[config.mk]
export PLATFORM = sky130hd
export DESIGN_NAME = key_debouncer
export DESIGN_NICKNAME = d
export VERILOG_FILES = /design/src/rtl/key_debouncer.sv
export SDC_FILE = /design/constraint.sdc
export NUM_CORES = 1
export LEC_CHECK = 0
export ABC_CLOCK_PERIOD_IN_PS = 6730
export CORE_ASPECT_RATIO = 1.75
export CORE_MARGIN = 2
export CORE_UTILIZATION = 50
export CTS_BUF_LIST = sky130_fd_sc_hd__clkbuf_8
export CTS_CLUSTER_DIAMETER = 40
export DETAILED_ROUTE_END_ITERATION = 8
export PLACE_DENSITY = 0.77
export SLEW_MARGIN = 20
export SYNTH_ARGS = -nofsm -noshare
export SYNTH_HDL_FRONTEND = slang
export SYNTH_SLANG_ARGS = --single-unit
[constraint.sdc]
create_clock -name i_clk -period 6.73 [get_ports i_clk]
set_clock_uncertainty 0.05 [all_clocks]
set_input_delay 1.0095 -clock i_clk [delete_from_list [all_inputs] [get_ports i_clk]]
set_output_delay 1.0095 -clock i_clk [all_outputs]
set_load 0.005 [all_outputs]
[src/rtl/key_debouncer.sv]
// ---------------------------------------------------------------------------
// key_debouncer : 2-flop sync + whole-vector debounce with change/press strobes
// Optional macro KEY_DEBOUNCE_GLITCH_CNT_EN adds a saturating abort counter.
// Rev 1.0
// ---------------------------------------------------------------------------
`default_nettype none

module key_debouncer #(
  parameter int DEBOUNCE_CYCLES = 500000,
  parameter int KEYS            = 25
) (
  input  logic            i_clk,
  input  logic            i_rst,
  input  logic [KEYS-1:0] i_gpi,
  output logic [KEYS-1:0] o_keys,
  output logic            o_change,
  output logic [KEYS-1:0] o_press,
  output logic [15:0]     o_glitch_cnt
);

  localparam int CW = $clog2(DEBOUNCE_CYCLES + 1);
  localparam logic [CW-1:0] CNT_LAST = CW'(DEBOUNCE_CYCLES - 1);

  typedef enum logic [0:0] {
    ST_STABLE   = 1'b0,
    ST_SETTLING = 1'b1
  } state_t;

  state_t          state_q, state_d;
  logic [KEYS-1:0] s1_q, s2_q;
  logic [KEYS-1:0] cand_q, cand_d;
  logic [CW-1:0]   cnt_q, cnt_d;
  logic [KEYS-1:0] keys_q, keys_d;
  logic            change_q, change_d;
  logic [KEYS-1:0] press_q, press_d;

  always_ff @(posedge i_clk or posedge i_rst) begin
    if (i_rst) begin
      s1_q     <= '0;
      s2_q     <= '0;
      state_q  <= ST_STABLE;
      cand_q   <= '0;
      cnt_q    <= '0;
      keys_q   <= '0;
      change_q <= 1'b0;
      press_q  <= '0;
    end else begin
      s1_q     <= i_gpi;
      s2_q     <= s1_q;
      state_q  <= state_d;
      cand_q   <= cand_d;
      cnt_q    <= cnt_d;
      keys_q   <= keys_d;
      change_q <= change_d;
      press_q  <= press_d;
    end
  end

  always_comb begin
    state_d  = state_q;
    cand_d   = cand_q;
    cnt_d    = cnt_q;
    keys_d   = keys_q;
    change_d = 1'b0;
    press_d  = '0;
    case (state_q)
      ST_STABLE: begin
        if (s2_q != cand_q) begin
          cand_d  = s2_q;
          cnt_d   = '0;
          state_d = ST_SETTLING;
        end
      end
      ST_SETTLING: begin
        // Any movement restarts the window, so abort always beats commit.
        if (s2_q != cand_q) begin
          cand_d = s2_q;
          cnt_d  = '0;
        end else if (cnt_q == CNT_LAST) begin
          keys_d   = cand_q;
          state_d  = ST_STABLE;
          change_d = (cand_q != keys_q);
          press_d  = cand_q & ~keys_q;
        end else begin
          cnt_d = cnt_q + CW'(1);
        end
      end
      default: state_d = ST_STABLE;
    endcase
  end

  assign o_keys   = keys_q;
  assign o_change = change_q;
  assign o_press  = press_q;

`ifdef KEY_DEBOUNCE_GLITCH_CNT_EN
  logic        glitch_abort;
  logic [15:0] glitch_q;

  assign glitch_abort = (state_q == ST_SETTLING) && (s2_q != cand_q);

  always_ff @(posedge i_clk or posedge i_rst) begin
    if (i_rst) begin
      glitch_q <= '0;
    end else if (glitch_abort && (glitch_q != 16'hFFFF)) begin
      glitch_q <= glitch_q + 16'd1;
    end
  end

  assign o_glitch_cnt = glitch_q;
`else
  assign o_glitch_cnt = 16'd0;
`endif

endmodule

`default_nettype wire

==> impl_metrics.py <==
metrics = {
    "setup_path": {
        "slowest_stage": "and3_1",
        "critPathLaunchType": "register",
        "cp_max_fo": 32,
        "slowest_delay_ns": 0.85,
        "cp.required_ns": 7.00,
        "worstSetupPathType": "register to register",
        "endpoint_kind": "register",
        "crit_chain": "or4b_1, or4_1, nor3_4, and3_1, mux2_2",
        "critPathArrivalTime_ns": 3.62,
    },
    "detailed_routing": {
        "via_per_inst": 4.97,
        "wl_per_cell_um": 15.3,
        "first_pass_iters": 4,
        "wirelength_um": 9740,
        "drc": 0,
        "via_count": 3167,
        "drt_iter0_drc": 123,
        "ant_nets": 0,
    },
    "synth": {
        "syn-cell-area_um2": 5690,
        "synth_most_common_cell": "dfrtp_1",
        "synth.distinct_cells": 36,
        "synthCells": 430,
        "synth_warnings": 0,
        "synthTopCellsByArea": "dfrtp_1 (64%), ha_1 (5.7%), xnor2_1 (4.3%)",
        "synth_top_cell_area_share_pct": 64.2,
        "synthTopCellsByCount": "dfrtp_1 (146), inv_1 (29), xnor2_1 (28), clkbuf_1 (27)",
        "avgSynthCellArea_um2": 13.2,
        "synth_edf_count": 0,
        "async_reset_ff_share_pct": 100,
        "ys.flop_type": "dfrtp_1",
        "ys_seq_area_share_pct": 64.2,
        "yosys.area.top_type": "dfrtp_1",
        "ys_ff_latch": 146,
    },
    "power": {
        "p_per_area_nw_per_um2": 241,
        "p_sw_mw": 0.348,
        "leakage_nw": 3.02,
        "p_seq_share_pct": 55.7,
        "internal_power_mw": 1.30,
        "switching_share_pct": 21.2,
        "clkPwrFrac_pct": 40.7,
        "power_frac_comb_pct": 3.6,
        "ir_drop_mv": 0.144,
    },
    "sta": {
        "rsz0062_at_grt": "false",
        "period_minus_slack_ns": 3.35,
        "drv_slew": 0,
        "slew_headroom_pct": 34.5,
        "worst_pin_slew_ns": 0.983,
        "hold_viol": 0,
        "timing.fmax_mhz": 298,
        "fin_crit_sh_pct": 49.8,
        "setup_viol": 0,
        "fin_setup_tns_ns": 0,
    },
    "placed_design": {
        "place_congestion": 0.782,
        "dp_cells": 606,
        "io_buffers": 77,
        "hpwl_um": 6960,
    },
    "clocking": {
        "htreeDepth": 4,
        "worst_skew_pair.late_latency_ns": 0.43,
        "clock_sinks": 146,
        "post_cts_buffers": 0,
        "ctsResizeCount": 0,
        "cts_made_buffers": 17,
        "root_buffer": "clkbuf_8",
        "cts-root-to-sink-buffers": 2,
        "hold_buffers": 0,
        "cts_tree": "built",
        "cts.clk_slew.worst_paths_ns": 0.07,
    },
    "layout": {
        "fin_util_pct": 61.5,
        "multi_input_area_um2": 1720,
        "drive_gt1_share_pct": 11.3,
        "finalNetCount": 546,
        "area_delta_synth_final_pct": 19.9,
        "instances_no_fill": 637,
        "n_antenna_cell": 0,
        "nFillCells": 871,
        "regArea_um2": 3650,
    },
    "grt": {
        "grt_pass1_vias": 3371,
        "grt.total_usage_pct": 17.2,
        "antenna_found_initial": 0,
        "grt_max_degree": 80,
        "grt_pass1_wl_um": 16200,
        "grt-ovfl-total": 0,
    },
    "floorplanning": {
        "die-width_um": 84.7,
        "core.rowCount": 51,
        "core-area_um2": 11100,
        "die_height_um": 145,
        "start_util_pct": 51.3,
        "design.die.area_um2": 12300,
        "io_pins": 94,
    },
    "flow_run": {
        "drv.max_cap_violation_count": 0,
    },
    "hold_path": {
        "hold_path.class": "register to register",
    },
    "status": {
        "status": "finished clean",
    },
}
[critical path, delay by kind of cell, from the launching register on]
kind,cells,cell delay (ns)
flops,1,0.44
simple gates,4,2.31
mux,1,0.43
[cell families (layout without fill, tap and decap cells)]
kind of cell | count (synthesis) | count (layout) | share of synthesized area (%)
multiplexers | 26 | 26 | 5.71
buffers and inverters | 78 | 138 | 6.59
XOR/XNOR | 37 | 37 | 5.69
other | 1 | 16 | 0.0659
adder cells (fa/ha/maj) | 26 | 26 | 5.71
flip-flops | 146 | 146 | 64.2
AND/OR/NAND/NOR | 97 | 97 | 10.0
AO/OA/AOI/OAI | 19 | 19 | 2.02
[final cells by class]
| class | instances | area share (%) |
|---|---|---|
| clock buffer | 18 | 3.63 |
| clock inverter | 13 | 2.13 |
| inverter | 29 | 1.67 |
| multi-input combinational | 221 | 25.2 |
| sequential | 146 | 53.5 |
| tap | 132 | 2.42 |
| timing repair buffer | 78 | 11.4 |
[sequential cells by signal, indices dropped and copies added, names as in the netlist]
name and cells:
o_press 25, s2_q 25, cnt_q 19, state_q 1, o_change 1, s1_q 25, o_keys 25, cand_q 25
[through the flow]
stage | area (um2) | hold slack (ns) | power [mW] | setup slack [ns]
detailed placement | 6430 | 0.285 | 0.995 | 3.39
finish | 6830 | 0.294 | 1.64 | 3.38
CTS | 6830 | 0.295 | 1.67 | 3.35
floorplan | 5750 | 0.281 | 0.974 | 1.75
global placement | 6430 | 0.283 | 0.992 | 3.46
global route | 6830 | 0.301 | 1.71 | 3.17
[worst paths after layout]
path | start | to | slack, ns | depth (start not counted)
setup / recovery | cnt_q[5]$_DFFE_PP0P_ | o_keys[1]$_DFFE_PP0P_ | 3.38 | 5
hold / removal | s1_q[17]$_DFF_PP0_ | s2_q[17]$_DFF_PP0_ | 0.29 | 0
setup reg to reg | cnt_q[5]$_DFFE_PP0P_ | o_keys[1]$_DFFE_PP0P_ | 3.38 | 5
hold reg to reg | s1_q[17]$_DFF_PP0_ | s2_q[17]$_DFF_PP0_ | 0.29 | 0
max in group asynchronous | i_rst | o_keys[13]$_DFFE_PP0P_ | 4.26 | 3
min in group asynchronous | i_rst | s2_q[0]$_DFF_PP0_ | 0.96 | 2
[cell usage in the layout, fill, tap and decap left out, drive strengths merged, types with 4 or more instances in the layout]
master         synthesis  layout
conb                   1      16
clkbuf                29      18
nor2                  16      16
xnor2                 28      28
nand3                 12      12
and3                   6       6
clkdlybuf4s50          0      77
and2                  26      26
inv                   29      31
o2111ai                4       4
nor3                   5       5
ha                    26      26
dfrtp                146     146
nand2                  4       4
clkinv                 0       5
xor2                   9       9
nand4                 14      14
o21ai                  6       6
a21oi                  7       7
mux2                  25      25
or3                    6       6
[power by group through the flow]
stage | sequential (mW) | combinational [mW] | clock, mW
2_1_floorplan | 0.928 | 0.0454 | 0
3_3_place_gp | 0.932 | 0.0596 | 0
3_5_place_dp | 0.933 | 0.0612 | 0
4_1_cts | 0.916 | 0.0619 | 0.691
5_1_grt | 0.919 | 0.0692 | 0.725
6_report | 0.916 | 0.0595 | 0.669
[routing by layer]
| layer | share of wire [%] | up-vias | GRT usage [%] | wire (um) |
|---|---|---|---|---|
| li1 | - | 1503 | - | - |
| met1 | 38 | 1553 | 19.3 | 3740 |
| met2 | 55 | 82 | 30.0 | 5310 |
| met3 | 3.7 | 29 | 4.66 | 359 |
| met4 | 3.3 | 0 | 8.02 | 324 |
| met5 | 0 | - | 0 | 0 |
(Power assumes the default switching activity.)
